`src/rtl/i2s_pkg.sv`:
```
// rtl/i2s_pkg.sv - shared constants and FSM encoding for the I2S playback sequencer
package i2s_pkg;

  localparam int I2S_SLOT_BITS_DEFAULT = 32;
  localparam int STATE_W = 2;

  typedef enum logic [STATE_W-1:0] {
    ST_IDLE  = 2'd0,
    ST_SYNC  = 2'd1,
    ST_LEFT  = 2'd2,
    ST_RIGHT = 2'd3
  } i2s_state_e;

endpackage

```
`src/rtl/i2s_clk_edge_detect.sv`:
```
// rtl/i2s_clk_edge_detect.sv - bclk falling-edge and LRC slot-boundary detection
module i2s_clk_edge_detect (
  input  logic clk,
  input  logic rst_n,
  input  logic aud_bclk,
  input  logic aud_lrc,
  output logic bclk_fall,
  output logic boundary,
  output logic slot_is_left
);

  logic bclk_q;
  logic lrc_q;

  // lrc_q only advances on bclk falls so a boundary is always aligned to a fall
  always_ff @(posedge clk or negedge rst_n) begin
    if (!rst_n) begin
      bclk_q <= 1'b0;
      lrc_q  <= 1'b0;
    end else begin
      bclk_q <= aud_bclk;
      if (bclk_fall) begin
        lrc_q <= aud_lrc;
      end
    end
  end

  assign bclk_fall    = bclk_q & ~aud_bclk;
  assign boundary     = bclk_fall & (aud_lrc != lrc_q);
  assign slot_is_left = ~aud_lrc;

endmodule

```
`src/rtl/i2s_tx_sequencer.sv`:
```
// rtl/i2s_tx_sequencer.sv - buffers stereo pairs and serialises them onto the I2S DAC line
module i2s_tx_sequencer
  import i2s_pkg::*;
#(
  parameter int DATA_W        = 16,
  parameter int BCLK_PER_SLOT = I2S_SLOT_BITS_DEFAULT
) (
  input  logic              clk,
  input  logic              rst_n,
  input  logic              enable,
  input  logic              aud_bclk,
  input  logic              aud_lrc,
  input  logic              s_valid,
  output logic              s_ready,
  input  logic [DATA_W-1:0] s_left,
  input  logic [DATA_W-1:0] s_right,
  output logic              aud_dacdat,
  output logic              underrun,
  output logic              frame_err
);

  localparam int SR_W = BCLK_PER_SLOT - 1;
  // One bit of headroom above the slot length so an overlong slot is distinguishable
  localparam int CNT_W = $clog2(BCLK_PER_SLOT) + 1;
  localparam logic [CNT_W-1:0] CNT_MAX  = '1;
  localparam logic [CNT_W-1:0] CNT_LAST = CNT_W'(BCLK_PER_SLOT - 1);

  logic bclk_fall, boundary, slot_is_left;

  i2s_clk_edge_detect u_edge (
    .clk         (clk),
    .rst_n       (rst_n),
    .aud_bclk    (aud_bclk),
    .aud_lrc     (aud_lrc),
    .bclk_fall   (bclk_fall),
    .boundary    (boundary),
    .slot_is_left(slot_is_left)
  );

  i2s_state_e        state_q, state_d;
  logic              buf_full_q, buf_full_d;
  logic [DATA_W-1:0] buf_l_q, buf_l_d, buf_r_q, buf_r_d, rhold_q, rhold_d;
  logic [SR_W-1:0]   sr_q, sr_d;
  logic [CNT_W-1:0]  bit_cnt_q, bit_cnt_d;
  logic              dacdat_q, dacdat_d;
  logic              underrun_q, underrun_d;
  logic              frame_err_q, frame_err_d;
  logic              s_ready_q;
  logic              accept, left_bnd, playing, enter_left;

  function automatic logic [SR_W-1:0] align(input logic [DATA_W-1:0] s);
    return SR_W'(s) << (SR_W - DATA_W);
  endfunction

  always_comb begin
    accept      = s_valid & s_ready_q;
    left_bnd    = boundary & slot_is_left;
    playing     = (state_q == ST_LEFT) | (state_q == ST_RIGHT);
    enter_left  = 1'b0;
    state_d     = state_q;
    buf_full_d  = buf_full_q;
    buf_l_d     = buf_l_q;
    buf_r_d     = buf_r_q;
    rhold_d     = rhold_q;
    sr_d        = sr_q;
    bit_cnt_d   = bit_cnt_q;
    dacdat_d    = dacdat_q;
    underrun_d  = 1'b0;
    frame_err_d = 1'b0;

    if (accept) begin
      buf_full_d = 1'b1;
      buf_l_d    = s_left;
      buf_r_d    = s_right;
    end

    if (bclk_fall) begin
      bit_cnt_d = (bit_cnt_q == CNT_MAX) ? bit_cnt_q : bit_cnt_q + CNT_W'(1);
      dacdat_d  = playing & sr_q[SR_W-1];
      sr_d      = sr_q << 1;
    end

    // Boundary fall emits the I2S delay bit and restarts slot counting
    if (boundary) begin
      bit_cnt_d   = '0;
      dacdat_d    = 1'b0;
      frame_err_d = playing && (bit_cnt_q != CNT_LAST);
    end

    case (state_q)
      ST_IDLE: begin
        if (enable) state_d = ST_SYNC;
      end
      ST_SYNC: begin
        if (!enable) state_d = ST_IDLE;
        else if (left_bnd) enter_left = 1'b1;
      end
      ST_LEFT: begin
        if (boundary && !slot_is_left) begin
          state_d = ST_RIGHT;
          sr_d    = align(rhold_q);
        end
      end
      ST_RIGHT: begin
        if (left_bnd) begin
          if (enable) enter_left = 1'b1;
          else state_d = ST_IDLE;
        end
      end
      default: state_d = ST_IDLE;
    endcase

    // A pair accepted this very cycle is not yet in buf_full_q, so it waits a frame
    if (enter_left) begin
      state_d = ST_LEFT;
      if (buf_full_q) begin
        sr_d       = align(buf_l_q);
        rhold_d    = buf_r_q;
        buf_full_d = 1'b0;
      end else begin
        sr_d       = '0;
        rhold_d    = '0;
        underrun_d = 1'b1;
      end
    end
  end

  always_ff @(posedge clk or negedge rst_n) begin
    if (!rst_n) begin
      state_q     <= ST_IDLE;
      buf_full_q  <= 1'b0;
      buf_l_q     <= '0;
      buf_r_q     <= '0;
      rhold_q     <= '0;
      sr_q        <= '0;
      bit_cnt_q   <= '0;
      dacdat_q    <= 1'b0;
      underrun_q  <= 1'b0;
      frame_err_q <= 1'b0;
      s_ready_q   <= 1'b0;
    end else begin
      state_q     <= state_d;
      buf_full_q  <= buf_full_d;
      buf_l_q     <= buf_l_d;
      buf_r_q     <= buf_r_d;
      rhold_q     <= rhold_d;
      sr_q        <= sr_d;
      bit_cnt_q   <= bit_cnt_d;
      dacdat_q    <= dacdat_d;
      underrun_q  <= underrun_d;
      frame_err_q <= frame_err_d;
      s_ready_q   <= ~buf_full_d;
    end
  end

  assign s_ready    = s_ready_q;
  assign aud_dacdat = dacdat_q;
  assign underrun   = underrun_q;
  assign frame_err  = frame_err_q;

endmodule

```
`config.mk`:
```
export PLATFORM = sky130hd
export DESIGN_NAME = i2s_tx_sequencer
export DESIGN_NICKNAME = d
export VERILOG_FILES = /design/src/rtl/i2s_pkg.sv /design/src/rtl/i2s_clk_edge_detect.sv /design/src/rtl/i2s_tx_sequencer.sv
export SDC_FILE = /design/constraint.sdc
export NUM_CORES = 1
export LEC_CHECK = 0
export ABC_AREA = 1
export CORE_ASPECT_RATIO = 0.6
export CORE_MARGIN = 4
export CORE_UTILIZATION = 45
export CTS_BUF_LIST = sky130_fd_sc_hd__clkbuf_4 sky130_fd_sc_hd__clkbuf_8
export CTS_CLUSTER_DIAMETER = 80
export DETAILED_ROUTE_END_ITERATION = 6
export PLACE_DENSITY_LB_ADDON = 0.12
export REMOVE_ABC_BUFFERS = 1
export SLEW_MARGIN = 20
export SYNTH_ARGS = -nofsm -noshare
export SYNTH_HDL_FRONTEND = slang
export SYNTH_SLANG_ARGS = --single-unit
```
`constraint.sdc`:
```
create_clock -name clk -period 1.5 [get_ports clk]
set_input_delay 0.225 -clock clk [delete_from_list [all_inputs] [get_ports clk]]
set_output_delay 0.225 -clock clk [all_outputs]
set_load 0.05 [all_outputs]
```
== Word level (Yosys, flattened, before mapping) ==
Index checks and enable logic that the tools add are counted.

* $add $sub $neg: 1
* Equality and inequality tests: 10
* Multiplexer cells: 28
* Bitwise logic cells: 9
* Reductions and logical operators: 6

{| class="wikitable"
|+ Operator list
! kind !! count
|-
| 2-to-1 mux 31 bit || 5
|-
| 2-to-1 mux 6 bit || 3
|-
| 2-to-1 mux 16 bit || 1
|-
| 2-to-1 mux 1 bit || 12
|-
| 2-to-1 mux 2 bit || 5
|-
| case mux 2 bit (4 select lines) || 1
|-
| adder 6 x 1 -> 6 bit (second input constant) || 1
|-
| == test 6 bit (second input constant) || 1
|-
| != test 3 bit (second input constant) || 2
|-
| != test 6 x 5 -> 1 bit (second input constant) || 1
|-
| AND 1 bit || 5
|-
| == test 2 bit (second input constant) || 2
|-
| != test 3 x 2 -> 1 bit (second input constant) || 1
|-
| inverter 1 bit || 3
|-
| AND reduction 3 bit || 1
|-
| == test 2 x 1 -> 1 bit (second input constant) || 1
|-
| logical AND 1 bit || 2
|-
| zero test 2 bit || 1
|-
| != test 2 bit (second input constant) || 1
|-
| case mux 1 bit (2 select lines) || 1
|-
| AND reduction 2 bit || 1
|-
| nonzero test 2 bit || 1
|-
| != test 1 bit || 1
|-
| OR 1 bit || 1
|}

* Flip-flop bits (word level): 94
* Output and inout port bits: 4
* Word-level logic and storage cells: 67

== Longest topological paths before layout ==
Gate-level depths: netlist (run 1).

* Depth in word-level cells: 9
* Mapped depth: 9

== Modules after synthesis ==
Synthesis (run 1) repeated with hierarchy kept, for this count alone.

* Cells, all modules: 443
* Area, all modules: 4113.9 um^2

{| class="wikitable"
|+ By module, submodules not included
! module !! instances !! cells each !! area an instance (um^2)
|-
| i2s_tx_sequencer || 1 || 428 || 4007.6
|-
| i2s_clk_edge_detect || 1 || 15 || 106.4
|}

== Worst setup path after synthesis (run 1) ==
Ideal clock, no wire load.

* Kind: flip-flop to flip-flop
* From: register s_ready_q (netlist: s_ready)
* To: register buf_l_q[10]
* Library setup time: 125 ps
* Arrival time: 1426 ps
* Slack: -51 ps
* Cell stages (with the launch flop): 4
* Path buffers: 1
* Path through: dfrtp_1 -> nand2_1 -> buf_2 -> mux2_2

* Word-level cells in the longest chain between the ends: 1

{| class="wikitable"
|+ RTL lines
! what !! line !! text
|-
| start, declared || i2s_tx_sequencer.sv:48 || <nowiki>logic s_ready_q;</nowiki>
|-
| start signal, assigned || i2s_tx_sequencer.sv:152 || <nowiki>s_ready_q <= ~buf_full_d;</nowiki>
|-
| AND 1 bit || i2s_tx_sequencer.sv:56 || <nowiki>accept = s_valid & s_ready_q;</nowiki>
|-
| end signal, assigned || i2s_tx_sequencer.sv:144 || <nowiki>buf_l_q <= buf_l_d;</nowiki>
|-
| end, declared || i2s_tx_sequencer.sv:42 || <nowiki>logic [DATA_W-1:0] buf_l_q, buf_l_d, buf_r_q, buf_r_d, rhold_q, rhold_d;</nowiki>
|}

No other way between the ends.
A chain may end at the register's enable or synchronous reset.

== Worst setup path in the final report (run 1) ==
* From: register state_q[0]
* To: register sr_q[14]

* Word-level cells in the longest chain between the ends: 3
* Elaborated cells between the ends (all ways): 6

{| class="wikitable"
|+ RTL lines
! what !! line !! text
|-
| start, declared || i2s_tx_sequencer.sv:40 || <nowiki>i2s_state_e state_q, state_d;</nowiki>
|-
| start signal, assigned || i2s_tx_sequencer.sv:142 || <nowiki>state_q <= state_d;</nowiki>
|-
| == test 2 bit or == test 2 x 1 -> 1 bit (tied branches) || i2s_tx_sequencer.sv:90 || <nowiki>case (state_q)</nowiki>
|-
| case mux 1 bit (2 select lines) or 2-to-1 mux 31 bit (tied branches) || i2s_tx_sequencer.sv:90 ||
|-
| 2-to-1 mux 31 bit * || i2s_tx_sequencer.sv:114 || <nowiki>if (enter_left) begin</nowiki>
|-
| net sr_d[14] || i2s_tx_sequencer.sv:43 || <nowiki>logic [SR_W-1:0] sr_q, sr_d;</nowiki>
|-
| end signal, assigned || i2s_tx_sequencer.sv:147 || <nowiki>sr_q <= sr_d;</nowiki>
|-
| end, declared || i2s_tx_sequencer.sv:43 ||
|}

The timed path passes the listed nets; every way through them passes the cells marked *.

==> results of run 1 <==
-- sequential cells by signal (all words and copies together), names as in the netlist, 6 cells and up, named ones only --
signal / count
buf_l_q: 16
bit_cnt_q: 6
buf_r_q: 16
rhold_q: 16
sr_q: 31
-- per-stage QoR --
| step | power (mW) | setup TNS [ns] | cells | worst slack (ns) | util (%) |
|---|---|---|---|---|---|
| finish | 8.10 | 0 | 609 | 0.137 | 59.1 |
| floorplan | 5.38 | -33.10 | 406 | -0.542 | - |
| detailed placement | 6.10 | -5.60 | 590 | -0.163 | 55.9 |
| global placement | 6.00 | -3.80 | 590 | -0.137 | 55.9 |
| global route | 8.70 | -0.00309 | 609 | -0.00264 | 59.1 |
| CTS | 8.19 | 0 | 607 | 0.0340 | 58.9 |
-- kinds of logic (layout without fill, tap and decap cells) --
family / count (synthesis) / count (layout)
muxes: 33 / 33
buffers and inverters: 64 / 134
adders and majority gates: 1 / 1
DFF: 94 / 94
xor gates and xnor gates: 1 / 1
and+or+nand+nor: 194 / 194
AOI/OAI and AO/OA: 40 / 40
-- worst max-delay path, stage by stage, from the launching register on --
cell	delay [ns]
dfrtp_1	0.40
inv_1	0.10
nand2_1	0.08
nor2_1	0.11
nand3_2	0.11
inv_2	0.11
buf_12	0.14
buf_4	0.15
nor3_1	0.06
-- power breakdown --
part	total [mW]	internal, mW	switching (mW)
clock network	2.06	1.17	0.892
logic	1.97	1.01	0.966
registers	4.07	3.58	0.492
total	8.10	5.75	2.35
-- layout by cell type (no fill, tap or decap), types with 4 or more instances in the layout --
master / synthesis / layout
inv_2: 6 / 6
nor3_1: 14 / 14
nand2_2: 2 / 4
buf_12: 0 / 9
nand2_1: 114 / 112
buf_4: 2 / 29
mux2_2: 20 / 20
clkbuf_8: 0 / 10
a21oi_1: 14 / 14
o22ai_1: 12 / 12
mux2i_1: 13 / 13
o21ai_0: 8 / 8
clkdlybuf4s50_1: 0 / 36
nor2_1: 17 / 17
o21ai_1: 5 / 5
inv_1: 37 / 37
nand3_1: 39 / 39
dfrtp_1: 94 / 94
-- repair_timing --
| action | in CTS | in global routing |
|---|---|---|
| gates resized for setup | 0 | 1 |
| setup buffers | 0 | 2 |
| endpoints found under the setup margin | 0 | 10 |
| hold endpoints to repair | 94 | 0 |
| hold buffers | 1 | 0 |
-- worst max path at each step --
stage               cells past startpoint                       end                startpoint
global route                            9        sr_q[27]$_DFF_PN0_    state_q[0]$_DFFE_PN0P_
global placement                        9  bit_cnt_q[5]$_DFFE_PN0P_                  aud_bclk
CTS                                     6  bit_cnt_q[5]$_DFFE_PN0P_  bit_cnt_q[1]$_DFFE_PN0P_
detailed placement                      9  bit_cnt_q[5]$_DFFE_PN0P_                  aud_bclk
finish                                  8        sr_q[14]$_DFF_PN0_    state_q[0]$_DFFE_PN0P_
floorplan                               7        sr_q[15]$_DFF_PN0_   u_edge.bclk_q$_DFF_PN0_
-- layer usage --
layer | GRT usage [%] | vias to the layer above | wire length (um)
li1 | - | 1507 | -
met1 | 24.5 | 1358 | 4230
met2 | 25.6 | 54 | 3490
met3 | 5.20 | 7 | 343
met4 | 6.06 | 0 | 106
met5 | 0 | - | 0
-- final cells by class --
cell class | count | area (sq um)
sequential | 94 | 2350
multi-input combinational | 269 | 1440
timing repair buffer | 75 | 768
clock inverter | 6 | 116
tap | 112 | 140
fill | 771 | 3540
inverter | 43 | 161
clock buffer | 10 | 138
==> results.md, run 1 <==
* Status: finished, final reports clean
* Largest net degree at the start of global routing at 53
* R2R Path Start: state_q[0]$_DFFE_PN0P_
* Clk sinks at 94
* Row count at 26
* RR Endpoint: sr_q[14]$_DFF_PN0_
* EDFF count, synth at 0
* Synth cell types at 28
* Final setup fails at 0
* Main synth FF type: dfrtp_1
* DIE AREA at 10700 sq um
* Initial antenna violation count at 0
* Hold Path Depth at 1
* Die Span X at 131 um
* Fin area at 5120 sq um
* Largest family of logic cells by synthesized area: simple AND/OR/NAND/NOR gates
* Core Box Area at 8650 sq um
* Register area share after synthesis at 57.8%
* Worst-path maximum fanout at 12
* Mux cell area share after synthesis at 8.74%
* Vias in the first global route at 2994
* Post-synthesis average cell area at 9.53 sq um
* Synth Area in XOR/XNOR at 0.215%
* Synth area leader: dfrtp_1
* Num CTS Buffers at 9
* Setup slack, reg-to-reg at 0.14 ns
* DRT antenna net count at 0
* Initial DRT Pass Iterations at 4
* Drt wl/cell at 13.4 um
* Top-count cell post-synth: nand2_1
* Final net count at 531
* Maximum clock rate at 734 MHz
* Die H at 81.6 um
* CTS root buffer: clkbuf_8
* # DRC at 0
* Synth Area in Compound Gates at 5.35%
* Post-DP Area at 4830 sq um
* # IOs at 42
* I/O Buffers at 41
* Flops & latches, synth at 94
* Clock Latency Late Sink at 0.36 ns
* Ant. Diodes at 0
* Hold Crit Class: in -> reg
* Max Cap Viol at 0
* Lkg Pwr at 2.58 nW
* Worst Path Required at 1.75 ns
* Synth cell count leaders: 114 x nand2_1, 94 x dfrtp_1, 39 x nand3_1
* Top cell type's share of synthesized area at 57.8%
* Worst-Margin Slew at 0.325 ns
* Syn Inst Count at 427
* FF-to-FF path depth at 8
* Synth warn at 0
* Vias per cell at 4.80
* Hold Violations, Final at 0
* Global-route wire length before repair at 14200 um
* Min-Delay Endpoint: u_edge.bclk_q$_DFF_PN0_
* Synth Cell Area at 4070 sq um
* Initial Utilization at 47.0%
* Clock transition at path regs at 0.09 ns
* CTS max path bufs at 2
* PD cells at 1580 nW/um^2
* Max IR drop VDD at 0.000595 V
* Hold_ws at 0.372 ns
* H-tree lvl count at 3
* Synthesis-to-layout area growth at 25.8%
* Worst setup EP type: register
* DRT Wirelength at 8170 um
* CP arrival at 1.61 ns
* Post-synthesis adder-cell area fraction at 0.308%
* Via count at 2926
* Setup Skew at 0.00846 ns
* Critical Setup Path Class: reg -> reg
* Startpoint class of the critical path: register
* Min-delay src: aud_bclk
* Tot GR Track Use at 17.4%
* DP Wirelength at 5660 um
* Post-synth ARST share at 100%
* TritonCTS clock tree: done
* Share of cells above drive strength 1 at 17.9%
* RD Place Congestion at 0.780
* Period minus WS final at 1.36 ns
* Grt ovf at 0
* Rel. slew slack at 78.3%
* Synth area leaders: dfrtp_1 58%, nand2_1 11%, mux2_2 5.5%
* Slew Viols, Final at 0
* Simple-Gate Fraction of Synth Area at 20.7%
* Initial DRC count at 167
* Tcrit/Tclk final at 90.9%
(Power assumes the default switching activity.)
==> run 2, diff against run 1 <==
Settings changed: CORE_MARGIN 4 to 2, CTS_CLUSTER_SIZE set to 20.
==> run 2 against run 1 <==
Net effect:
- global-route usage grew 1.2 points
- clock-buffer cell count grew 2
- core utilization shrank 0.69 points
- worst setup slack lost 0.021 ns
- die area shrank 7.8%
- clock skew shrank 0.0043 ns
- cell area shrank 1.2%
- critical endpoint is now sr_q[22]$_DFF_PN0_
- largest power group unchanged
- highest routed layer unchanged
==> results.md, run 2 (synthesis results as in run 1) <==
* Setup Skew at 0.00417 ns
* Reg power frac at 51.5%
* DRT Wirelength at 8350 um
* Global-route wire length before repair at 14200 um
* # DRC at 0
* Slew Viols, Final at 0
* Clk sinks at 94
* CTS root buffer: clkbuf_8
* Die H at 77.6 um
* Ant. Diodes at 0
* CP arrival at 1.64 ns
* Tot GR Track Use at 18.6%
* Startpoint class of the critical path: register
* Status: finished, final reports clean
* Grt ovf at 0
* Post-DP Area at 4810 sq um
* Max IR drop VDD at 0.000640 V
* Rel. slew slack at 78.6%
* Switching power at 2.31 mW
* Largest register FFs at 31
* Period minus WS final at 1.38 ns
* Initial Utilization at 47.0%
* Most flops, register: sr_q
* DRT antenna net count at 0
* Multi-input logic area at 1440 sq um
* Dpl ws at -0.151 ns
* Worst Path Required at 1.76 ns
* TritonCTS clock tree: done
* Vias per cell at 4.96
* Max Cap Viol at 0
* I/O Buffers at 41
* Fin area at 5060 sq um
* Worst setup EP type: register
* Largest net degree at the start of global routing at 42
* RR Endpoint: sr_q[22]$_DFF_PN0_
* Most frequent cells in the layout: 113 x nand2_1, 94 x dfrtp_1, 39 x nand3_1
* # fillers at 776
* Maximum clock rate at 722 MHz
* Register Area at 2350 sq um
* Setup ws final at 0.115 ns
* RSZ-0062 raised after global routing: true
* Core Box Area at 8650 sq um
* Vias in the first global route at 2928
* Num CTS Buffers at 9
* Critical Setup Path Class: reg -> reg
* Clock transition at path regs at 0.08 ns
* Worst-Margin Slew at 0.321 ns
* Final setup fails at 0
* Drt wl/cell at 13.8 um
* Sw Ratio at 29.2%
* Initial DRT Pass Iterations at 4
* Synthesis-to-layout area growth at 24.3%
* Row count at 26
* Worst-path maximum fanout at 19
* R2R Path Start: state_q[0]$_DFFE_PN0P_
* Clock Latency Late Sink at 0.37 ns
* Via count at 3010
* Hold_ws at 0.263 ns
* Hold Violations, Final at 0
* Lkg Pwr at 2.55 nW
* Clock network power share at 23.8%
* CTS max path bufs at 2
* FF-to-FF path depth at 9
* H-tree lvl count at 3
* Internal power at 5.60 mW
* Setup slack, reg-to-reg at 0.12 ns
* Final net count at 530
* DIE AREA at 9840 sq um
* Share of cells above drive strength 1 at 17.6%
* Initial antenna violation count at 0
* Initial DRC count at 164
* PD cells at 1560 nW/um^2
* Total Power at 7.91 mW
* Gate power share at 24.7%
* Tcrit/Tclk final at 92.3%
* # IOs at 42
* RD Place Congestion at 0.794
* Setup TNS at 0 ns
* Hold Crit Class: in -> async
* Commonest non-fill, non-tap cell in the layout: nand2_1
* DP Wirelength at 5790 um
* Die Span X at 127 um
==> run 2: worst max-delay path by stage <==
stage	startpoint	end	slack, ns	cells past startpoint
after floorplan	u_edge.bclk_q$_DFF_PN0_	sr_q[15]$_DFF_PN0_	-0.54	7
after global placement	aud_lrc	rhold_q[14]$_DFFE_PN0P_	-0.12	9
final	state_q[0]$_DFFE_PN0P_	sr_q[22]$_DFF_PN0_	0.12	9
after detailed placement	aud_lrc	rhold_q[3]$_DFFE_PN0P_	-0.15	9
after global routing	state_q[0]$_DFFE_PN0P_	sr_q[22]$_DFF_PN0_	-0.01	9
after CTS	state_q[0]$_DFFE_PN0P_	sr_q[22]$_DFF_PN0_	0.06	9
==> run 2: timing repair <==
action                                  in CTS  in global routing
hold buffers                                 1                  0
setup buffers                                0                  1
endpoints found under the setup margin       0                  7
hold endpoints to repair                    17                  0
resized for setup                            0                  1
==> run 2: final cells by class <==
class / count / share of cell area, %
clock buffer: 12 / 3.14
clock inverter: 3 / 1.34
multi-input combinational: 269 / 28.5
sequential: 94 / 46.5
tap: 112 / 2.77
timing repair buffer: 74 / 14.6
inverter: 43 / 3.19
==> run 2: power by group through the flow <==
| stage | Sequential [mW] | Combinational [mW] | Clock, mW |
|---|---|---|---|
| finish | 4.07 | 1.95 | 1.88 |
| global route | 4.20 | 2.23 | 2.06 |
| CTS | 4.07 | 1.96 | 1.94 |
| detailed placement | 4.12 | 1.95 | 0 |
| global placement | 4.09 | 1.87 | 0 |
| floorplan | 4.00 | 1.38 | 0 |
==> run 2: metal layers <==
layer  GRT usage, %  vias to the layer above  wire length [um]
met5              0                        -                 0
met2           28.4                       60              3650
met4           4.62                        0                76
met3           5.66                        7               423
met1           26.2                     1433              4200
li1               -                     1510                 -
==> run 2: critical path, cell delays in order (launching register included) <==
cell and delay [ns]:
dfrtp_1 0.39, inv_1 0.09, nand2_1 0.09, nor2_1 0.12, nand3_2 0.12, inv_2 0.10
buf_12 0.15, nand2_1 0.06, nand3_1 0.08, nand2_1 0.06
==> run 2: through the flow <==
stage	std cells	utilization [%]
floorplan	406	-
global route	607	58.4
global placement	590	55.6
CTS	606	58.3
finish	607	58.4
detailed placement	590	55.6
